--- src/rtl/ft_ch_sched.sv ---
// Channel scheduler for the FT600 FIFO-master FSM: one round-robin over NCH write
// and NCH read slots, one-cycle grant, completion tracking and a post-transfer gap.
module ft_ch_sched #(
    parameter int NCH     = 4,
    parameter int EPm_MSZ = 11,
    parameter int GAP_CYC = 2,
    localparam int CH_W   = (NCH > 1) ? $clog2(NCH) : 1
) (
    input  logic                           clk,
    input  logic                           rstn,
    input  logic                           en,
    input  logic [NCH-1:0]                 wr_req,
    input  logic [NCH-1:0]                 rd_req,
    input  logic                           idle_st,
    input  logic [NCH*(EPm_MSZ+1)-1:0]     ep_rd_ptr_bus,
    output logic                           grant,
    output logic                           m_rd_wr,
    output logic [CH_W-1:0]                ch_sel,
    output logic [EPm_MSZ:0]               ep_rd_ptr,
    output logic                           busy,
    output logic                           txn_done,
    output logic                           grant_err
);

    // state   | meaning
    // S_IDLE  | waiting for enable, master idle and any request
    // S_ARB   | pick winner from rr_ptr, latch direction/channel
    // S_GRANT | one-cycle grant to the master FSM
    // S_WAIT0 | waiting for the master to leave idle (3-cycle watchdog)
    // S_BUSY  | transfer in progress until the master returns to idle
    // S_GAP   | GAP_CYC cycles of enforced inter-transaction spacing
    typedef enum logic [2:0] {
        S_IDLE, S_ARB, S_GRANT, S_WAIT0, S_BUSY, S_GAP
    } state_t;

    localparam int             NS     = 2 * NCH;
    localparam int             PTR_W  = $clog2(NS);
    localparam logic [1:0]     WD_LD  = 2'd2;
    localparam logic [3:0]     GAP_LD = (GAP_CYC > 0) ? 4'(GAP_CYC - 1) : 4'd0;

    state_t             state, state_nxt;
    logic [PTR_W-1:0]   rr_ptr, rr_nxt;
    logic [PTR_W-1:0]   win_q;
    logic [PTR_W-1:0]   win_slot;
    logic [PTR_W-1:0]   idx_p;
    logic               win_found;
    logic               win_rw;
    logic [CH_W-1:0]    win_ch;
    logic [NS-1:0]      req_vec;
    logic [1:0]         wd_cnt;
    logic [3:0]         gap_cnt;

    // Write slots occupy the low half so slot index == channel for writes.
    assign req_vec = {rd_req, wr_req};

    always_comb begin
        win_found = 1'b0;
        win_slot  = '0;
        idx_p     = '0;
        for (int k = 0; k < NS; k++) begin
            idx_p = PTR_W'((int'(rr_ptr) + k) % NS);
            if (!win_found && req_vec[idx_p]) begin
                win_found = 1'b1;
                win_slot  = idx_p;
            end
        end
    end

    assign win_rw = (int'(win_slot) >= NCH);
    assign win_ch = win_rw ? CH_W'(int'(win_slot) - NCH) : CH_W'(win_slot);
    assign rr_nxt = (int'(win_q) == NS - 1) ? '0 : win_q + 1'b1;

    always_comb begin
        state_nxt = state;
        case (state)
            S_IDLE:  if (en && idle_st && (|req_vec)) state_nxt = S_ARB;
            S_ARB:   state_nxt = win_found ? S_GRANT : S_IDLE;
            S_GRANT: state_nxt = S_WAIT0;
            S_WAIT0: begin
                if (!idle_st)
                    state_nxt = S_BUSY;
                else if (wd_cnt == '0)
                    state_nxt = S_IDLE;
            end
            S_BUSY:  if (idle_st) state_nxt = (GAP_CYC == 0) ? S_IDLE : S_GAP;
            S_GAP:   if (gap_cnt == '0) state_nxt = S_IDLE;
            default: state_nxt = S_IDLE;
        endcase
    end

    // Pulses are gated by rstn so a reset landing on the completing cycle abandons it cleanly.
    assign grant     = (state == S_GRANT);
    assign busy      = (state != S_IDLE);
    assign txn_done  = rstn && (state == S_BUSY) && idle_st;
    assign grant_err = rstn && (state == S_WAIT0) && idle_st && (wd_cnt == '0);

    always_ff @(posedge clk) begin
        if (!rstn) begin
            state   <= S_IDLE;
            rr_ptr  <= '0;
            win_q   <= '0;
            m_rd_wr <= 1'b0;
            ch_sel  <= '0;
            wd_cnt  <= '0;
            gap_cnt <= '0;
        end else begin
            state <= state_nxt;
            if (state == S_ARB && win_found) begin
                win_q   <= win_slot;
                m_rd_wr <= win_rw;
                ch_sel  <= win_ch;
            end
            if (state == S_GRANT)
                wd_cnt <= WD_LD;
            else if (state == S_WAIT0 && idle_st && wd_cnt != '0)
                wd_cnt <= wd_cnt - 1'b1;
            // rr_ptr only advances on completion, so a lost grant re-serves the same slot.
            if (txn_done) begin
                rr_ptr  <= rr_nxt;
                gap_cnt <= GAP_LD;
            end else if (state == S_GAP && gap_cnt != '0) begin
                gap_cnt <= gap_cnt - 1'b1;
            end
        end
    end

    assign ep_rd_ptr = ep_rd_ptr_bus[int'(ch_sel)*(EPm_MSZ+1) +: (EPm_MSZ+1)];

endmodule
--- config.mk ---
export PLATFORM = sky130hd
export DESIGN_NAME = ft_ch_sched
export DESIGN_NICKNAME = d
export VERILOG_FILES = /design/src/rtl/ft_ch_sched.sv
export SDC_FILE = /design/constraint.sdc
export NUM_CORES = 1
export LEC_CHECK = 0
export ABC_CLOCK_PERIOD_IN_PS = 6800
export BUFFER_PORTS_ARGS = -buffer_cell sky130_fd_sc_hd__clkbuf_2
export CORE_UTILIZATION = 54
export DETAILED_ROUTE_END_ITERATION = 12
export GPL_ROUTABILITY_DRIVEN = 0
export GPL_TIMING_DRIVEN = 0
export PLACE_DENSITY = 0.94
export SKIP_CTS_REPAIR_TIMING = 1
export SLEW_MARGIN = 0
export SYNTH_ARGS = -nofsm -noshare
export SYNTH_HDL_FRONTEND = slang
export SYNTH_SLANG_ARGS = --single-unit
--- constraint.sdc ---
create_clock -name clk -period 6.8 [get_ports clk]
set_clock_uncertainty 0.2 [all_clocks]
set_input_delay 0.34 -clock clk [delete_from_list [all_inputs] [get_ports clk]]
set_output_delay 0.34 -clock clk [all_outputs]
set_load 0.005 [all_outputs]
After elaboration in Yosys (flattened, before gate mapping)
Cells that the tools add are included.

Register bits: 18. Input bits: 60. Output and inout port bits: 19. Word-level logic and storage cells: 124.

Add/sub/neg operators: 11. Multipliers: 1. Magnitude comparators: 9. Eq/ne operators: 10. Shift-type cells: 1. Muxes and demuxes: 45. Bitwise gates (word level): 1. Reduce and logical (&&, ||, !) cells: 37.

Operators with widths (number): $shiftx A48 B7 Y12 (1); $mux W3 (14); $lt A3 B4 Y1 const B (8); $bmux W1 S3 (8); $logic_and A1 B1 Y1 (18); $mux W1 (18); $pmux W3 S6 (1); $add A3 B3 Y3 const B (4); $mux W2 (4); $reduce_or A8 Y1 (1); $logic_not A1 Y1 (7); $add A3 B1 Y3 const B (2); $add A3 B2 Y3 const B (2); $eq A3 B1 Y1 const B (2); $eq A3 B2 Y1 const B (2); $eq A3 B3 Y1 const B (2); $ne A2 B2 Y1 const B (3); $reduce_bool A2 Y1 (3); $logic_not A4 Y1 (1); $mul A2 B2 Y4 const B (1); $reduce_and A4 Y1 (1); $reduce_bool A4 Y1 (1); $reduce_or A2 Y1 (2); $sub A2 B1 Y2 const B (2); 7 further kinds (7).

Depth between registers and ports, before layout
Depth after elaboration: 26. Depth in mapped cells: 11. Gate-level depth less buffers: 9.

Worst setup path after synthesis
No wires, ideal clock.

Kind: register to register. From: reg rr_ptr[1]. To: reg win_q[1]. Setup time: 0.137 ns. Arrival time: 2.762 ns. Data required time: 6.463 ns. Setup slack: 3.701 ns. Cell stages (with the launch flop): 12. Buffers on the path: 2. Period minus slack after synthesis: 3.099 ns. Cell sequence: dfxtp_1 -> buf_4 -> inv_1 -> ha_1 -> buf_2 -> mux2i_1 -> nand3_1 -> a311o_1 -> a211oi_4 -> a31oi_2 -> o2111ai_1 -> o221ai_1.

Longest elaborated chain between the ends: 25. Elaborated cells between the ends (all ways): 54. Classes of those cells: add/sub (7); mux (32); reduce/logical (15).

Ends and longest elaborated chain: start: declaration (line 42) `logic [PTR_W-1:0] rr_ptr, rr_nxt;`; start signal: assignment (line 119) `rr_ptr <= rr_nxt;`; branches (longest 25 deep; another with $add A3 B1 Y3); end signal: assignment (line 109) `win_q <= win_slot;`; end: declaration (line 43) `logic [PTR_W-1:0] win_q;`.

Parallel ways; which one is timed is not known. The select of a mux whose other input is x is not followed. A chain may end at the register's enable or synchronous reset.

Worst setup path in the final report
Ends and elaborated chain as after synthesis.

==> results by stage <==
Min path:
- The worst hold endpoint is state[0].
- The startpoint of the tightest hold check path is en.
- The tightest min-delay check is of the input pin to flop type.
- The number of cells on the worst hold path is 3.

GRT:
- The initial antenna violation count is 0.
- For this run the aggregate overflow at the end of global routing stands at 0.
- Entering global routing, the biggest net connects 11 pins.
- For this run, the total global-route usage over all layers was measured as 0.293.
- The first global-routing pass estimated between 9 and 10 mm of wire.
- The number of global-route vias before repair is 2067.

Synth:
- Synthesis inferred 15 register bits.
- After synthesis, the largest family of logic cells by area is multiplexers.
- The synthesized instance count is 217.
- In this run, synthesis inferred 0 flip-flops with an integrated enable.
- The share of the synthesized area in compound gates (AO/OA/AOI/OAI) is 0.211.
- By area the synthesized netlist is led by sky130_fd_sc_hd__mux4_2 23%, sky130_fd_sc_hd__dfxtp_1 15%, sky130_fd_sc_hd__mux2i_1 5.9%.
- The net count after synthesis is between 200 and 300.
- After synthesis, the mean cell area works out to 9.36 µm².
- The simple-gate share of the synthesized area is 0.154.
- Of the post-synthesis cell area, the dominant cell type holds 0.233.
- For this run, the register share of the synthesized area comes to 0.148.
- The proportion of register bits with asynchronous set or reset after synthesis is 0.
- The portion of netlist area occupied by mux cells is 0.356.
- In the synthesized netlist the dominant register cell turns out to be sky130_fd_sc_hd__dfxtp_1.
- In the synthesized netlist, the cells that appear most often are 22 x sky130_fd_sc_hd__nor2_1, 21 x sky130_fd_sc_hd__mux4_2, 18 x sky130_fd_sc_hd__nand2_1.
- The synthesized area is roughly 2000 µm².
- In this run, distinct cell masters in the synthesized netlist total 58.
- The Yosys step of the flow raised 0 warnings.
- Of the total synthesized cell area, the portion taken by full adders, half adders and majority gates is 0.0370.
- The dominant cell type by area after synthesis is sky130_fd_sc_hd__mux4_2.
- Of the total synthesized cell area, the portion taken by XOR and XNOR cells is 0.0302.
- In the post-synthesis netlist, the cell with the most instances is sky130_fd_sc_hd__nor2_1.

Power:
- For this design the ratio of total power to cell area is around 100 nW/µm².
- The part of the total power dissipated in the clock network is 0.276.
- The analysis attributes to cell leakage a power of 1.06 nW.
- Cell internal power was estimated by the tool at 0.182 mW.
- The net switching share of the total power is 0.296.
- The reported net switching power is 0.0765 mW.
- VDD sags by at most 178 µV.
- The combinational fraction of design power is 0.367.
- The design draws 0.259 mW.
- The fraction of power consumed by sequential logic is 0.357.

Critical path:
- The data arrival at the endpoint of the critical path is 3.51 ns.
- Along the worst path, the maximum fanout reaches 10.
- Setup slack on the worst reg-to-reg path comes out at 3.20 ns.
- The worst register-to-register path has a depth of 11.
- The startpoint kind of the worst setup timing path is a flop.
- The critical path startpoint is rr_ptr[1].
- The critical path is of the flop to flop type.
- At the worst endpoint, the required time is approximately 6.7 ns.
- The nature of the critical path endpoint is a flop.
- The critical register-to-register path startpoint is rr_ptr[1].
- The endpoint identified for the worst register-to-register timing path is win_q[1].

CTS:
- The total CTS buffers is 3.
- The clock slew at the register clock pins of the worst setup and hold paths is 0.06 ns.
- TritonCTS built the clock tree.
- The later pin in the worst-skew pair is clocked with a latency of 0.25 ns.
- The maximum count of clock buffers along a single path is 2.
- CTS placed an instance of sky130_fd_sc_hd__clkbuf_8 at the clock tree root.
- CTS built an H-tree with a depth of 1.
- The clock drives 15 sinks.

STA:
- The hold violation count in the final report is 0.
- The setup slack after layout is around 3.2 ns.
- In the final timing run, aggregate negative setup slack is 0 ns.
- The final count of pins violating max slew is 0.
- After layout, the minimum clock period comes to 3.60 ns.
- The tightest slew margin relative to the limit is 0.536.
- The part of the cycle the worst path needs is 0.529.
- Setup repair after global routing left no endpoint under its margin.
- For the pin with the worst max-slew slack, the measured transition is 0.697 ns.
- The setup violation total in the final timing report is 0.
- The highest clock frequency the design can meet is around 280 MHz.

Place:
- At the placement stage, the worst setup path has a slack of around 3.3 ns.
- Port buffering added 78 buffers.
- The cell count after placement is around 340.
- The sum of net half-perimeters after detailed placement is 4.57 mm.

Final layout:
- The layout-stage area growth over the synthesis result is 24.3%.
- The number of filler instances in the final layout is between 200 and 300.
- The finished layout holds 345 standard cells, fillers aside.
- In the final layout, the share of cells above drive strength 1 is 0.395.
- The final layout contains 366 nets.
- The repair_antennas step left the layout with diodes totalling 0.

Drt:
- The via density per instance is roughly 6.3.
- The DRC violation count after routing is 0.
- The sum of routed wire length over all layers is 5.61 mm.
- The antenna violation net count after detailed routing is 0.
- The starting DRC count in detailed routing is between 80 and 90.
- The total number of vias is roughly 2200.
- The first TritonRoute pass finished after 6 iterations.
- In the final routed layout, each cell accounts on average for 16.2 µm.

Floorplanning:
- The floorplan has 21 rows.
- The overall die area is ~4000 µm².
- The die is 63.3 µm wide.
- In this run the count of I/O pins placed on the die edge is 79.
- The floorplan step set the die height to 63.3 µm.
- The core region is approximately 3500 µm².
- The effective utilization at floorplan is 0.585.

Flow run:
- Across the run, the number of max-cap violations was 0.

Status:
- The run finished with clean final reports.
[how the worst max path moves through the flow]
stage,to,slack [ns],depth (start not counted)
floorplan,win_q[1],3.70,11
global placement,win_q[1],3.32,11
detailed placement,win_q[1],3.25,11
CTS,win_q[1],3.22,11
global route,ch_sel[0],2.90,11
finish,win_q[1],3.20,11
[registers in the layout, summed over array words and instances, names as in the netlist]
signal / count
state: 3
win_q: 2
rr_ptr: 3
ch_sel: 1
wd_cnt: 2
gap_cnt: 4
[routing by layer]
layer  track usage  share of wire  vias to the layer above
met1         0.352           0.41                     1044
met5             0              0                        -
met2         0.543           0.52                      110
met3        0.0525          0.064                        6
met4        0.0483          0.010                        0
li1              -              -                     1016
[critical path: stages (launching register included)]
cell and delay, ns:
sky130_fd_sc_hd__dfxtp_1 0.46, sky130_fd_sc_hd__buf_4 0.26, sky130_fd_sc_hd__inv_1 0.13, sky130_fd_sc_hd__ha_1 0.29, sky130_fd_sc_hd__buf_2 0.27, sky130_fd_sc_hd__mux2i_1 0.38, sky130_fd_sc_hd__nand3_1 0.12, sky130_fd_sc_hd__a311o_1 0.45
sky130_fd_sc_hd__a211oi_4 0.39, sky130_fd_sc_hd__a31oi_2 0.23, sky130_fd_sc_hd__o2111ai_1 0.15, sky130_fd_sc_hd__o221ai_1 0.14
[per-stage QoR]
stage / instance area, µm² / hold WS [ns] / utilization
6_report: 2520 / 0.178 / 0.728
5_1_grt: 2520 / 0.215 / 0.728
4_1_cts: 2520 / 0.178 / 0.728
3_5_place_dp: 2480 / 0.310 / 0.715
3_3_place_gp: 2480 / 0.301 / 0.715
2_1_floorplan: 2030 / 0.280 / -
[power by group through the flow]
stage	Clock (mW)	Combinational, mW	Sequential, mW
floorplan	0	0.0556	0.0938
global placement	0	0.0905	0.0942
detailed placement	0	0.0937	0.0943
CTS	0.0721	0.0940	0.0923
global route	0.0777	0.104	0.0926
finish	0.0713	0.0948	0.0924
[final cells by class]
| cell class | count | area, µm² | area share |
|---|---|---|---|
| Tap cell | 46 | 57.6 | 0.0228 |
| Multi-Input combinational cell | 173 | 1600 | 0.635 |
| Sequential cell | 15 | 300 | 0.119 |
| Timing Repair Buffer | 78 | 390 | 0.155 |
| Buffer | 13 | 68.8 | 0.0273 |
| Inverter | 16 | 60.1 | 0.0238 |
| Clock buffer | 4 | 45.0 | 0.0178 |
[logic make-up (layout without fill, tap and decap cells)]
group                    Yosys count  after routing
AO/OA/AOI/OAI                     55             55
XOR/XNOR                           7              7
adder cells (fa/ha/maj)            6              6
buffers and inverters             29            111
flip-flops                        15             15
multiplexers                      39             39
AND/OR/NAND/NOR                   66             66
[placed cells by master (no fill, tap or decap), drive strengths merged, types with 3 or more instances in the layout]
cell,n
buf,6
clkbuf,89
inv,15
xor2,3
nor2,22
nand3,8
nand2,18
a211oi,4
nand2b,3
ha,6
a311oi,4
nor3,3
mux2i,14
a21oi,8
xnor2,4
dfxtp,15
o21ai,10
mux4,24
a221oi,3
Note: power is estimated with default switching activity, not from simulation.
